`config.mk`:
```
export PLATFORM = sky130hd
export DESIGN_NAME = s_swap_requester
export DESIGN_NICKNAME = d
export VERILOG_FILES = /design/src/rtl/s_swap_requester.sv
export SDC_FILE = /design/constraint.sdc
export NUM_CORES = 1
export LEC_CHECK = 0
export ABC_CLOCK_PERIOD_IN_PS = 2000
export CAP_MARGIN = 15
export CORE_MARGIN = 2
export CORE_UTILIZATION = 51
export DETAILED_ROUTE_END_ITERATION = 8
export PLACE_DENSITY_LB_ADDON = 0.05
export SLEW_MARGIN = 20
export SYNTH_ARGS = -nofsm -noshare
export SYNTH_HDL_FRONTEND = slang
export SYNTH_SLANG_ARGS = --single-unit
```
`constraint.sdc`:
```
create_clock -name sm_clk -period 2 [get_ports sm_clk]
set_input_delay 0.3 -clock sm_clk [delete_from_list [all_inputs] [get_ports sm_clk]]
set_output_delay 0.3 -clock sm_clk [all_outputs]
set_load 0.02 [all_outputs]
```
`src/rtl/s_swap_requester.sv`:
```
// rtl/s_swap_requester.sv - RC4 S[i]/S[j] swap as four handler transactions (read i, read j, write i, write j)
// Optional: `define SWAP_SAME_ADDR_SKIP_EN to skip both writes when the latched i equals j.
module s_swap_requester #(
  parameter int N      = 17,
  parameter int M      = 8,
  parameter int ADDR_W = 8
) (
  input  logic              sm_clk,
  input  logic              reset_n,
  input  logic              start,
  input  logic [ADDR_W-1:0] addr_i,
  input  logic [ADDR_W-1:0] addr_j,
  output logic              busy,
  output logic              done,
  output logic [M-1:0]      data_i_out,
  output logic [M-1:0]      data_j_out,
  output logic              start_request,
  output logic [N-1:0]      request_arguments,
  input  logic              reset_start_request,
  input  logic              finish,
  input  logic [M-1:0]      received_data
);

  typedef enum logic [3:0] {
    IDLE, REQ_RI, WT_RI, REQ_RJ, WT_RJ, REQ_WI, WT_WI, REQ_WJ, WT_WJ, DONE
  } state_t;

  state_t            state, state_n;
  logic [ADDR_W-1:0] addr_i_q, addr_i_q_n;
  logic [ADDR_W-1:0] addr_j_q, addr_j_q_n;
  logic              busy_n, done_n, start_request_n;
  logic [N-1:0]      request_arguments_n;
  logic [M-1:0]      data_i_n, data_j_n;
  logic              xact_done;
  logic              skip_writes;

  function automatic logic [N-1:0] pack_req(input logic wren, input logic [ADDR_W-1:0] addr,
                                             input logic [M-1:0] wdata);
    return {wren, addr, wdata};
  endfunction

`ifdef SWAP_SAME_ADDR_SKIP_EN
  assign skip_writes = (addr_i_q == addr_j_q);
`else
  assign skip_writes = 1'b0;
`endif

  always_ff @(posedge sm_clk or negedge reset_n) begin
    if (!reset_n) begin
      state             <= IDLE;
      addr_i_q          <= '0;
      addr_j_q          <= '0;
      busy              <= 1'b0;
      done              <= 1'b0;
      start_request     <= 1'b0;
      request_arguments <= '0;
      data_i_out        <= '0;
      data_j_out        <= '0;
    end else begin
      state             <= state_n;
      addr_i_q          <= addr_i_q_n;
      addr_j_q          <= addr_j_q_n;
      busy              <= busy_n;
      done              <= done_n;
      start_request     <= start_request_n;
      request_arguments <= request_arguments_n;
      data_i_out        <= data_i_n;
      data_j_out        <= data_j_n;
    end
  end

  always_comb begin
    state_n             = state;
    addr_i_q_n          = addr_i_q;
    addr_j_q_n          = addr_j_q;
    busy_n              = busy;
    done_n              = 1'b0;
    start_request_n     = start_request;
    request_arguments_n = request_arguments;
    data_i_n            = data_i_out;
    data_j_n            = data_j_out;
    xact_done           = 1'b0;

    case (state)
      IDLE: begin
        if (start) begin
          state_n             = REQ_RI;
          addr_i_q_n          = addr_i;
          addr_j_q_n          = addr_j;
          busy_n              = 1'b1;
          start_request_n     = 1'b1;
          request_arguments_n = pack_req(1'b0, addr_i, '0);
        end
      end
      REQ_RI, REQ_RJ, REQ_WI, REQ_WJ: begin
        if (reset_start_request) begin
          start_request_n = 1'b0;
          if (finish) begin
            xact_done = 1'b1;
          end else begin
            case (state)
              REQ_RI:  state_n = WT_RI;
              REQ_RJ:  state_n = WT_RJ;
              REQ_WI:  state_n = WT_WI;
              default: state_n = WT_WJ;
            endcase
          end
        end
      end
      WT_RI, WT_RJ, WT_WI, WT_WJ: begin
        xact_done = finish;
      end
      DONE: begin
        state_n = IDLE;
      end
      default: state_n = IDLE;
    endcase

    // Completion of the current transaction: capture read data and launch the next request.
    if (xact_done) begin
      case (state)
        REQ_RI, WT_RI: begin
          data_i_n            = received_data;
          state_n             = REQ_RJ;
          start_request_n     = 1'b1;
          request_arguments_n = pack_req(1'b0, addr_j_q, '0);
        end
        REQ_RJ, WT_RJ: begin
          data_j_n = received_data;
          if (skip_writes) begin
            state_n = DONE;
            busy_n  = 1'b0;
            done_n  = 1'b1;
          end else begin
            state_n             = REQ_WI;
            start_request_n     = 1'b1;
            request_arguments_n = pack_req(1'b1, addr_i_q, received_data);
          end
        end
        REQ_WI, WT_WI: begin
          state_n             = REQ_WJ;
          start_request_n     = 1'b1;
          request_arguments_n = pack_req(1'b1, addr_j_q, data_i_out);
        end
        default: begin
          state_n = DONE;
          busy_n  = 1'b0;
          done_n  = 1'b1;
        end
      endcase
    end
  end

endmodule

```
==> After elaboration in Yosys (flattened, before gate mapping) <==
Index checks and enable logic that the tools add are counted.
{ "classes": {"muxes": 25, "n_reduce_logical": 11, "n_eq_ne": 12} }
{ "ops": {"columns": ["op", "n"], "rows": [
  ["$mux W17", 3],
  ["$pmux W17 S3", 1],
  ["$pmux W4 S3", 3],
  ["$eq A4 B3 Y1 const B", 4],
  ["$mux W4", 4],
  ["$mux W1", 12],
  ["$ne A3 B3 Y1 const B", 3],
  ["$eq A4 B2 Y1 const B", 2],
  ["$reduce_or A4 Y1", 2],
  ["$reduce_and A2 Y1", 3],
  ["$reduce_or A2 Y1", 3],
  ["$reduce_or A6 Y1", 1],
  ["$eq A4 B1 Y1 const B", 1],
  ["$eq A4 B4 Y1 const B", 1],
  ["$logic_not A4 Y1", 1],
  ["$pmux W1 S2", 2],
  ["$reduce_and A4 Y1", 1],
  ["$ne A2 B2 Y1 const B", 1]
]} }
{ "word_totals": {"ff_bits": 56, "output_inout_bits": 36} }

==> Logic depth before layout (Yosys ltp) <==
Gate-level depths: netlist (run 1).
{ "depth": {"ltp_word": 6, "depth_mapped": 7, "depth_no_buf": 4} }

==> Worst setup path before layout (run 1) <==
OpenSTA, ideal clock, no wires.
{ "synth_path": {"path_type": "register to register", "from": "reg state[2]", "to": "reg request_arguments[15]", "stages_incl_launch_ff": 7, "arrival_time_ns": 1.510, "path_buffers": 2, "path_slack_ns": 0.365, "path_cell_list": "dfrtp_1 > buf_6 > and2_2 > a2bb2oi_4 > nor2_8 > buf_6 > mux2_4"} }
{ "synth_between": {"elab_chain_cells": 4} }
{ "synth_lines": {"columns": ["item", "line_no", "rtl"], "rows": [
  ["start: declaration", "28", "state_t state, state_n;"],
  ["start signal: assignment", "60", "state <= state_n;"],
  ["$eq A4 B3 Y1, or another cell as far along", "84, 121", null],
  ["$reduce_or A4 Y1, or another cell as far along", "84", "case (state)"],
  ["$pmux W1 S2 or $pmux W17 S3 (tied branches)", "84, 121", null],
  ["$mux W17 *", "120", "if (xact_done) begin"],
  ["named net request_arguments_n[15]", "32", "logic [N-1:0] request_arguments_n;"],
  ["end signal: assignment", "66", "request_arguments <= request_arguments_n;"],
  ["end: declaration", "18", "output logic [N-1:0] request_arguments,"]
]} }
Mark *: on every way through the listed nets, which the timed path passes. The rest lies on a longest branch.
A chain may end at the register's enable or synchronous reset.

==> Worst setup path in the final report (run 1) <==
{ "layout_path": {"from": "reg state[2]", "to": "reg data_j_out[1]"} }
{ "layout_between": {"elab_chain_cells": 4} }
{ "layout_lines": {"columns": ["item", "line_no", "rtl"], "rows": [
  ["$eq A4 B3 Y1, or another cell as far along", "84, 121", null],
  ["$reduce_or A4 Y1", "84", null],
  ["$pmux W1 S2", "84", null],
  ["$reduce_and A2 Y1 (no source line) *", null, null],
  ["end signal: assignment", "68", "data_j_out <= data_j_n;"],
  ["end: declaration", "16", "output logic [M-1:0] data_j_out,"]
]} }
Every way passes the cells marked *; elsewhere a longest branch is shown, timed or not.

==> results of run 1 <==
-- what timing repair did --
item	4_1_cts	5_1_grt
gates resized for setup	0	1
endpoints found under the hold margin	56	0
setup endpoints to repair	0	1
buffers inserted	0	0
hold buffers	1	0
-- power groups by stage --
stage               combinational [mW]  sequential [mW]  clock (mW)
CTS                               3.57             2.09       0.673
global route                      3.83             2.16       0.719
floorplan                         2.11             2.36           0
detailed placement                3.55             2.11           0
global placement                  3.51             2.10           0
finish                            3.55             2.09       0.648
-- stage by stage --
step	TNS [ns]	instances	total power [mW]	worst slack (ns)
2_1_floorplan	0	241	4.48	0.365
3_3_place_gp	-0.0958	381	5.61	-0.0129
3_5_place_dp	-0.488	381	5.66	-0.0618
4_1_cts	0	390	6.33	0.117
5_1_grt	0	390	6.72	0.0941
6_report	0	390	6.29	0.206
-- registers in the layout (all words and copies together), names as in the netlist --
register,count
request_arguments,17
addr_i_q,8
addr_j_q,8
data_i_out,8
data_j_out,8
state,4
busy,1
done,1
start_request,1
-- cells by family after synthesis --
logic type | count (synthesis) | synth area share (%)
buffers and inverters | 25 | 5.43
AO/OA/AOI/OAI | 54 | 14.6
AND/OR/NAND/NOR | 42 | 9.26
flip-flops | 56 | 46.1
multiplexers | 64 | 24.6
-- cell usage in the layout (no fill, tap or decap), types with 5 or more instances in the layout --
cell / n
a221oi_1: 18
a22o_1: 9
a22oi_1: 8
buf_4: 19
clkbuf_8: 5
clkdlybuf4s50_1: 63
dfrtp_1: 55
mux2_2: 44
mux2_4: 10
mux2i_1: 8
nand2_1: 12
nor2_1: 10
-- worst max-delay path: cells and delay by family (launching register included) --
family          cells  cell delay, ns
simple gates        2            0.60
flops               1            0.55
mux                 1            0.34
compound gates      1            0.19
-- cell type report --
type / count / area (sq um)
repair buffers: 86 / 828
fillers: 448 / 1940
flip-flops and latches: 56 / 1400
well taps: 75 / 93.8
multi-input cells: 160 / 1470
clock buffers: 5 / 68.8
inverters: 5 / 18.8
clock inverters: 3 / 25.0
-- how the worst min path moves through the flow --
stage | start | cells after the start | end | slack, ns
2_1_floorplan | reset_n | 0 | addr_i_q[0] | 0.004
3_3_place_gp | reset_n | 2 | done | 0.32
3_5_place_dp | reset_n | 2 | data_i_out[1] | 0.32
4_1_cts | reset_n | 3 | data_j_out[4] | 0.51
5_1_grt | reset_n | 3 | data_j_out[4] | 0.53
6_report | reset_n | 3 | data_j_out[4] | 0.51
-- metal layers --
| layer | wire, microns | part of all wire, % | track usage (%) |
|---|---|---|---|
| met3 | 251 | 3.9 | 4.11 |
| met2 | 3040 | 47 | 34.0 |
| met1 | 3070 | 48 | 29.3 |
| met4 | 69 | 1.1 | 5.76 |
| met5 | 0 | 0 | 0 |
==> out/results.ini, run 1 <==
[flow_run]
maxCapViolCount = 0

[global_route]
grt_antenna_before_repair = 0
track_usage_pct = 21.2
vias_in_the_first_global_route = 2161
global_route.overflow_total = 0
grt_first_pass_wirelength_mm = 10.7
grt_max_degree = 57

[pwr]
clock_power_share_pct = 10.3
p_switching_mw = 2.44
power_report.internal_total_mw = 3.85
leakage_nw = 1.66
power.share.switching_pct = 38.8
p_seq_share_pct = 33.3
worst_case_vdd_ir_drop_mv = 0.934
power.share.combinational_pct = 56.4
cellPowerDensity_nw_per_um2 = 1610

[placed_design]
detailed_place.area_sq_um = 3800
place_congestion = 0.805
total_of_buffers_placed_on_input_and_output_ports = 64
dp_hpwl_mm = 4.45

[route]
antenna_violating_nets_post_route = 0
detailed_route_iter0_violations = 153
post_drt_wl_per_cell_microns = 16.5
via_count = 2235
drt_pre_antenna_iters = 4
drt-vias-per-instance = 5.73
finalWirelength_mm = 6.44
drc_errors = 0

[synth]
synth.avg_cell_area_sq_um = 12.6
post-synth-top-area-fraction_pct = 46.1
synthArstFlopShare_pct = 100
yosys_register_bits = 56
synthDominantAreaCellType = dfrtp_1
synth-main-ff-cell = dfrtp_1
synth.net_count = 270
synth.yosys.seq_area_share_pct = 46.1
synth-edff-count = 0
post_synth_num_cell_types = 47
synthTopCellsByArea = dfrtp_1, mux2_2, a221oi_1, mux2_4, mux2i_1
synthesis.instances = 241
synth.top_cells.by_count = dfrtp_1, mux2_2, a221oi_1
ys_warn_count = 0
syn-cell-area_sq_um = 3040
synth.most_common_cell = dfrtp_1

[sta]
tightestPinTransition_ns = 0.593
timing.final.max_slew_violations = 0
setup_repair_after_global_routing_missed_its_margin = no
fin_crit_sh_pct = 89.7
finalClockSkew_ns = 0.0142
worst_case_hold_slack_ns = 0.507
slew_headroom_pct = 60.5
timing.final.crit_period_ns = 1.79
hold_fails_final_rpt = 0
setup-violations-final = 0
timing.fmax_mhz = 558

[setup_path]
cp_cell_sequence = nor2b_1 -> a32oi_1 -> or2_1 -> mux2_4
timing.setup.critical_path_class = reg2reg
critPathCaptureType = flip-flop
crit-reg2reg-capture = data_j_out[1]
critical_path.max_stage_delay_ns = 0.55
critical_path.endpoint = data_j_out[1]
critical_path.startpoint = state[2]
worst-r2r-cell-count = 4
cp.arrival_ns = 2.00
crit_path_top_delay_cell = dfrtp_1
reg2reg_from = state[2]
worst-endpoint-required_ns = 2.21
startpoint_class = flip-flop
crit_fanout = 8
regToRegSetupSlack_ns = 0.21

[finish]
fin_util_pct = 66.8
final_layout_size_suffix_gt1_share_pct = 30.8
finish.instance_area_sq_um = 3910
diodes = 0
syn2layout_area_growth_pct = 28.7
final_stage_net_count = 343

[cts]
cts_max_level = 2
clock_path_buffers = 2
tritoncts = done
clock_latency_ns = 0.32
clkSlewWorstSetupHoldPaths_ns = 0.11
ctsRootBufferMaster = clkbuf_8
cts_inserted_buffers = 5
sinks_on_clock_net = 56

[die]
floorplan.die.width_microns = 81.2
fp-row-count = 28
fp.dieH_microns = 81.2
die_area_sq_um = 6590
number_of_i_o_pins = 65
fp.coreArea_sq_um = 5850
initial_utilization_pct = 51.9

[outcome]
outcome = completed

[worst_hold_path]
min_path_type = in2async

Power figures use the tool's default switching activity.
==> run 2: changes to the inputs <==
--- a/config.mk
+++ b/config.mk
@@ -5,10 +5,11 @@
 export SDC_FILE = /design/constraint.sdc
 export NUM_CORES = 1
 export LEC_CHECK = 0
+export ABC_AREA = 1
 export ABC_CLOCK_PERIOD_IN_PS = 2000
 export CAP_MARGIN = 15
 export CORE_MARGIN = 2
-export CORE_UTILIZATION = 51
+export CORE_UTILIZATION = 49
 export DETAILED_ROUTE_END_ITERATION = 8
 export PLACE_DENSITY_LB_ADDON = 0.05
 export SLEW_MARGIN = 20
==> run 2 against run 1 <==
Compared with the run above: largest cell class is now sequential cells; synthesized cell count up 39%; utilization down 0.34 points; clock skew down 0.0074 ns; combinational power down 17%; via count up 5.5%; critical endpoint is now request_arguments[8]; clock-buffer cell count unchanged; cell count up 21%; sequential power down 5%; global-route usage up 0.10 points; critical path type unchanged.
==> out/results.ini, run 2 <==
[outcome]
outcome = completed

[setup_path]
crit_path_frequent_cell = nand2_1
crit-reg2reg-capture = request_arguments[8]
worst-endpoint-required_ns = 2.25
timing.setup.critical_path_class = reg2reg
critical_path.endpoint = request_arguments[8]
crit_path_top_delay_cell = dfrtp_1
cp_cell_sequence = inv_1 -> nand2_1 -> nor2_2 -> nand2_2 -> inv_2 -> nand2_1 -> nand2_1 -> nor2_1 -> nor2_1
startpoint_class = flip-flop
reg2reg_from = state[1]
crit_fanout = 26
regToRegSetupSlack_ns = 0.28
worst-r2r-cell-count = 9
critical_path.max_stage_delay_ns = 0.46
critPathCaptureType = flip-flop
cp.arrival_ns = 1.96
critical_path.startpoint = state[1]

[finish]
diodes = 0
registers.top_by_ff_count = request_arguments
number_of_flip_flops_under_the_largest_register_name = 17
syn2layout_area_growth_pct = 30.4
fin_util_pct = 66.5
layout_commonest_cell = nand2_1
final_layout_size_suffix_gt1_share_pct = 6.22
final_stage_net_count = 431
layout_common_cells = nand2_1, clkdlybuf4s50_1, dfrtp_1, o21ai_0, nor2_1

[cts]
clock_path_buffers = 2
ctsRootBufferMaster = clkbuf_8
postCtsSetupBuffers = 0
cts_max_level = 2
post_cts.resized_instances = 0
clock_latency_ns = 0.31
hold_buffers = 1
cts_inserted_buffers = 5
clkSlewWorstSetupHoldPaths_ns = 0.10
sinks_on_clock_net = 56
tritoncts = done

[global_route]
grt_antenna_before_repair = 0
busiest_layer = met2
grtUsageMet1_pct = 28.5
grt_max_degree = 27
grt_first_pass_wirelength_mm = 10.0
vias_in_the_first_global_route = 2196
global_route.overflow_total = 0
global_routing_usage_on_met3_pct = 5.06
track_usage_pct = 21.3
globalRouteMet2Util_pct = 33.8

[sta]
slew_headroom_pct = 70.5
fin_crit_sh_pct = 85.9
setup_repair_after_global_routing_missed_its_margin = no
hold_fails_final_rpt = 0
setup-violations-final = 0
tightestPinTransition_ns = 0.442
timing.final.max_slew_violations = 0
setup_total_negative_slack_ns = 0
timing.final.crit_period_ns = 1.72
finalClockSkew_ns = 0.00684
timing.fmax_mhz = 582

[synth]
synth.yosys.seq_area_share_pct = 53.8
synth-main-ff-cell = dfrtp_1
post-synth-top-area-fraction_pct = 53.8
ys_warn_count = 0
synth-edff-count = 0
synthArstFlopShare_pct = 100
synth.net_count = 363
synthDominantAreaCellType = dfrtp_1
synthTopCellsByArea = dfrtp_1, nand2_1, o21ai_0, nor2_1, inv_1
post_synth_num_cell_types = 19
yosys_register_bits = 56
synth.avg_cell_area_sq_um = 7.80
syn-cell-area_sq_um = 2600
synth.top_cells.by_count = nand2_1, dfrtp_1, o21ai_0
synth.most_common_cell = nand2_1
synthesis.instances = 334

[route]
via_count = 2359
finalWirelength_mm = 6.17
post_drt_wl_per_cell_microns = 13.1
detailed_route_iter0_violations = 145
drc_errors = 0
drt-vias-per-instance = 5.00
antenna_violating_nets_post_route = 0
drt_pre_antenna_iters = 4

[placed_design]
total_of_buffers_placed_on_input_and_output_ports = 64
dp_hpwl_mm = 4.38
place_congestion = 0.830

[pwr]
leakage_nw = 1.70
cellPowerDensity_nw_per_um2 = 1630
worst_case_vdd_ir_drop_mv = 0.854

[die]
fp.dieH_microns = 76.9
floorplan.die.width_microns = 76.9
initial_utilization_pct = 51.0
fp-row-count = 26
fp.coreArea_sq_um = 5110
die_area_sq_um = 5920
number_of_i_o_pins = 65

[worst_hold_path]
min_path_type = in2async

[flow_run]
maxCapViolCount = 0

[run 2: cell types whose count changed after synthesis, moves of 9 or more]
cell      previous run  this run
o21ai_0              4        39
a22o_1               9         0
nor2_1              10        33
inv_1                4        26
nand3_1              1        19
nand2_1             12       129
a221oi_1            18         0
mux2_2              44         0
mux2_4              10         0
[run 2: critical path, delay by kind of cell (launching register included)]
family	cells	cell delay [ns]
flip-flops	1	0.46
buffers and inverters	2	0.42
AND/OR/NAND/NOR	7	0.77
[run 2: final cells by class]
cell class,count,area [sq um]
clock buffers,5,68.8
flip-flops and latches,56,1400
inverters,30,113
well taps,70,87.6
fillers,454,1710
repair buffers,70,683
multi-input cells,239,1030
clock inverters,2,12.5
[run 2: where the power goes]
group	total [mW]	internal [mW]	leakage (nW)	switching [mW]
registers	1.99	1.68	0.703	0.314
clock network	0.602	0.238	0.0400	0.364
logic	2.95	1.18	0.959	1.77
total	5.54	3.10	1.70	2.45
[run 2: worst min path at each step]
| stage | start | end | slack, ns | depth (start not counted) |
|---|---|---|---|---|
| CTS | reset_n | start_request | 0.46 | 2 |
| global route | reset_n | start_request | 0.50 | 2 |
| global placement | reset_n | state[3] | 0.26 | 1 |
| floorplan | reset_n | addr_i_q[0] | 0.004 | 0 |
| detailed placement | reset_n | done | 0.26 | 1 |
| finish | reset_n | start_request | 0.44 | 2 |
[run 2: cells by family (layout without fill, tap and decap cells)]
group | Yosys count | in the layout | share of synthesized area, %
flops | 56 | 56 | 53.8
simple gates | 191 | 191 | 30.3
compound gates | 48 | 48 | 9.22
buf+inv | 39 | 107 | 6.68
[run 2: through the flow]
| step | power, mW | setup WS [ns] | std cells | area, sq um | hold WS, ns |
|---|---|---|---|---|---|
| floorplan | 3.78 | 0.604 | 334 | 2610 | 0.00441 |
| finish | 5.54 | 0.281 | 472 | 3400 | 0.444 |
| detailed placement | 4.96 | 0.185 | 464 | 3300 | 0.262 |
| global route | 5.96 | 0.116 | 472 | 3400 | 0.502 |
| global placement | 4.90 | 0.247 | 464 | 3300 | 0.263 |
| CTS | 5.57 | 0.273 | 472 | 3400 | 0.462 |
[run 2: layer usage]
| metal | vias up | part of all wire (%) |
|---|---|---|
| met2 | 61 | 47 |
| met1 | 1110 | 46 |
| met4 | 0 | 1.4 |
| met5 | - | 0 |
| met3 | 11 | 5.4 |
| li1 | 1177 | - |
==> edit 1: new RTL, config.mk and constraints of run 2 <==
`data_i_out` no longer has a reset.
--- a/src/rtl/s_swap_requester.sv
+++ b/src/rtl/s_swap_requester.sv
@@ -56,3 +56,2 @@
       request_arguments <= '0;
-      data_i_out        <= '0;
       data_j_out        <= '0;
@@ -66,5 +65,8 @@
       request_arguments <= request_arguments_n;
-      data_i_out        <= data_i_n;
       data_j_out        <= data_j_n;
     end
+  end
+
+  always_ff @(posedge sm_clk) begin
+    data_i_out <= data_i_n;
   end
Behaviour: differs if reset_n is asserted again (counterexample within 4 cycles, from zero or initial values and one cycle with reset_n low); with reset_n held inactive, the same outputs for 10 cycles.
==> edit 1 against run 2 <==
- non-clock buffer count grew 1
- worst setup slack lost 0.014 ns
- die area rose by 2.7%
- design area rose by 2.4%
- global-route usage grew 1.4 points
- synthesized cell count down 5.4%
- sequential cell count stayed put
- synthesized area grew 2.8%
- clock power is 4.7% higher
- total power decreased by 2.6%
- core utilization grew 0.29 points
- wire length rose by 1.5%
- critical endpoint is now data_i_out[2]$_DFFE_PP_
==> edit 1: results (changes against run 2) <==
[place]
dp_hpwl_um=4460  ; +1.7%
globalplace.congestion=0.846  ; +1.9%
dpl_cell_area_mm2=0.00338  ; +2.2%

[critical_path]
setup.worst_path.end=data_i_out[2]$_DFFE_PP_
worstPathArrival_ns=1.76  ; -0.20 ns
crit_family=flip-flops
reg2reg_depth=6  ; -3
crit_start=state[2]$_DFFE_PN0P_
crit_fanout=8  ; -69%

[grt]
grt_max_degree=27  ; unchanged
grt_pass1_wl_um=10800  ; +7.7%
grt_util_all_layers=0.226  ; +0.0138
grt_pass1_vias=2250  ; +2.5%

[timing]
fin_setup_tns_ns=0  ; unchanged
clock_skew_ns=0.0101  ; +0.00322 ns
worstMarginPinSlew_ns=0.580  ; +0.138 ns

[pwr]
irDropWorstVdd_v=0.000879  ; +2.9%
power.leakage_uw=0.00170  ; -0.17%

[cells_and_area]
drive_gt1_frac=0.119  ; +0.0567
nFillCells=479  ; +5.5%
fin_nets=415  ; -3.7%

[synthesis]
synth_edf_count=8  ; +8
syn_nets=345  ; -5.0%
yosysWarnings=0  ; unchanged
synthArstFlopShare=0.857  ; -0.143
yosys-top-cells-count=nand2_1, dfrtp_1, o21ai_0
synth-compound-area-share=0.0738  ; -0.0184
synth.distinct_cells=26  ; +7

[route]
drt_iter0_drc=110  ; -24%
vias_per_cell=5.05  ; +1.1%
wirelength_um=6260  ; +1.5%

[hold_path]
min_path_type=register to register

[outcome]
outcome=finished clean

-- edit 1: final cells by class --
type	count	area, um^2	share of cell area
Inverter	21	81.3	0.0234
Clock buffer	6	72.6	0.0209
Timing Repair Buffer	71	691	0.199
Multi-Input combinational cell	231	1090	0.312
Clock inverter	2	16.3	0.00468
Tap cell	70	87.6	0.0252
Sequential cell	56	1440	0.415
-- edit 1: layer usage --
metal	track usage	wire (um)
met1	0.328	2890
met2	0.350	2960
met3	0.0256	330
met4	0.0877	90
met5	0	0
-- edit 1: power by group --
part	internal, uW	leakage, uW	switching, uW
Clock	250	0.0000414	379
Sequential	1650	0.000678	268
Combinational	1120	0.000980	1730
-- edit 1: worst min-delay path, cell delays in order (launching register included) --
cell,delay [ns]
dfrtp_1,0.36
nand2_1,0.05
nand2_1,0.05
-- edit 1: metrics by stage --
stage | utilization | worst slack [ns] | hold WS (ns) | instances
finish | 0.668 | 0.267 | 0.490 | 457
global route | 0.668 | 0.107 | 0.525 | 457
detailed placement | 0.649 | 0.200 | 0.322 | 448
floorplan | - | 0.164 | 0.00441 | 316
CTS | 0.668 | 0.276 | 0.496 | 457
global placement | 0.649 | 0.208 | 0.322 | 448
-- edit 1: logic make-up after synthesis --
group           count (synthesis)
flops                          56
buf+inv                        29
compound gates                 39
simple gates                  192
==> edit 2: new RTL, flow settings as in run 2 <==
Made on the original files. Add a define of `SWAP_SAME_ADDR_SKIP_EN`.
--- a/src/rtl/s_swap_requester.sv
+++ b/src/rtl/s_swap_requester.sv
@@ -2,2 +2,4 @@
 // Optional: `define SWAP_SAME_ADDR_SKIP_EN to skip both writes when the latched i equals j.
+`define SWAP_SAME_ADDR_SKIP_EN
+
 module s_swap_requester #(
Formal check against the unedited RTL: not equivalent (a bounded check fails within 4 cycles, from zero or initial values and one cycle with reset_n low).
==> edit 2 against run 2 <==
- global-route usage rose by 0.95 points
- sequential share of layout area decreased by 1.3 points
- sequential cell count did not move
- design area up 3.4%
- worst setup slack lost 0.070 ns
- clock skew up 0.0012 ns
- synthesized area rose by 3.9%
- maximum frequency down 3.9%
- total power decreased by 3.2%
- wire length up 2.2%
- critical endpoint is now request_arguments[5]$_DFF_PN0_
==> edit 2: results (changes against run 2) <==
[cts]
clock_path_buffers=2  ; unchanged
cts_inserted_buffers=5  ; unchanged
clkTransAtPathRegs_ns=0.10  ; about the same
htree_num_levels=2  ; unchanged
post_cts_buffers=0  ; unchanged
clk_latency_ns=0.30

[grt]
grt_pass1_wl_um=10800  ; +7.4%
grt_util_all_layers=0.222  ; +0.00950
grt_max_degree=39  ; +44%
grt_pass1_vias=2326  ; +5.9%
antenna_found_initial=0  ; unchanged

[route]
drt_iter0_drc=122  ; -16%
routedWlPerCell_um=13.3  ; +1.4%
vias=2395  ; +1.5%
first_pass_iters=4  ; unchanged

[critical_path]
crit_family=simple AND/OR/NAND/NOR gates
cp_slowest_cell=dfrtp_1
rr_startpoint=state[0]$_DFFE_PN0P_
crit_fanout=17  ; -35%
slowest_delay_ns=0.42  ; -0.04 ns
r2r_slack_ns=0.21  ; -0.07 ns
r2r_end=request_arguments[5]$_DFF_PN0_
reg2reg_depth=7  ; -2

[place]
globalplace.congestion=0.862  ; +3.8%
place_ws_ns=0.225  ; +0.0395 ns
port_buffers=64  ; unchanged
dp_hpwl_um=4360  ; -0.53%

[synthesis]
yosys-top-cells-count=nand2_1, dfrtp_1, o21ai_0
synth_area_leaders=dfrtp_1, nand2_1, o21ai_0
synth.distinct_cells=24  ; +5
yosysWarnings=0  ; unchanged
ys.flop_type=dfrtp_1
synth-seq-area-share=0.518  ; -0.0204
syn_nets=368  ; +1.4%
synthArstFlopShare=1.00  ; unchanged

[cells_and_area]
fin_nets=432  ; +0.23%
largest_reg_flops=17  ; unchanged
regMostFlops=request_arguments
num_antenna_cells=0  ; unchanged
drive_gt1_frac=0.0767  ; +0.0145

[pwr]
irDropWorstVdd_v=0.000681  ; -20%
power.leakage_uw=0.00173  ; +1.8%

[timing]
hold_viol=0  ; unchanged
worstMarginPinSlew_ns=0.458  ; +0.0165 ns
setup_viol=0  ; unchanged
clock_skew_ns=0.00808  ; +0.00124 ns

[outcome]
outcome=finished clean

-- edit 2: cells by family (layout without fill, tap and decap cells) --
kind of cell           after synthesis  count (layout)  share of synthesized area
XOR/XNOR                             4               4                     0.0129
buffers and inverters               45             110                     0.0739
AND/OR/NAND/NOR                    180             180                      0.292
flip-flops                          56              56                      0.518
AO/OA/AOI/OAI                       54              54                      0.104
-- edit 2: metal layers --
layer	vias up	wire length, um	track usage	part of all wire
met5	-	0	0	0
met4	0	35	0.0702	0.0055
met2	74	2880	0.339	0.46
met3	4	297	0.0414	0.047
li1	1201	-	-	-
met1	1116	3090	0.324	0.49
-- edit 2: timing repair --
item                      CTS  global route
hold endpoints to repair   18             0
hold buffers                1             0
gates resized for setup     0             0
-- edit 2: worst max-delay path by stage --
| stage | from | end | slack [ns] |
|---|---|---|---|
| floorplan | state[1]$_DFFE_PN0P_ | request_arguments[10]$_DFF_PN0_ | 0.52 |
| CTS | state[0]$_DFFE_PN0P_ | request_arguments[4]$_DFF_PN0_ | 0.20 |
| detailed placement | state[0]$_DFFE_PN0P_ | request_arguments[9]$_DFF_PN0_ | 0.22 |
| global route | state[0]$_DFFE_PN0P_ | request_arguments[12]$_DFF_PN0_ | 0.01 |
| finish | state[0]$_DFFE_PN0P_ | request_arguments[5]$_DFF_PN0_ | 0.21 |
| global placement | reset_start_request | request_arguments[1]$_DFF_PN0_ | 0.23 |
-- edit 2: through the flow --
step           cells  hold WS, ns  cell area (um^2)
2_1_floorplan    339      0.00441              2710
3_3_place_gp     467        0.277              3410
3_5_place_dp     467        0.279              3410
4_1_cts          476        0.489              3510
5_1_grt          476        0.520              3510
6_report         476        0.474              3510
-- edit 2: layout make-up --
| type | count | area [um^2] |
|---|---|---|
| well taps | 72 | 90.1 |
| clock buffers | 8 | 90.1 |
| repair buffers | 71 | 703 |
| flip-flops and latches | 56 | 1400 |
| inverters | 31 | 119 |
| fillers | 479 | 1900 |
| multi-input cells | 238 | 1110 |
-- edit 2: power by group --
| group | internal, uW | switching [uW] | leakage (uW) | total, uW |
|---|---|---|---|---|
| Clock | 284 | 346 | 0.0000455 | 630 |
| Combinational | 1120 | 1690 | 0.000974 | 2810 |
| Sequential | 1600 | 324 | 0.000713 | 1920 |
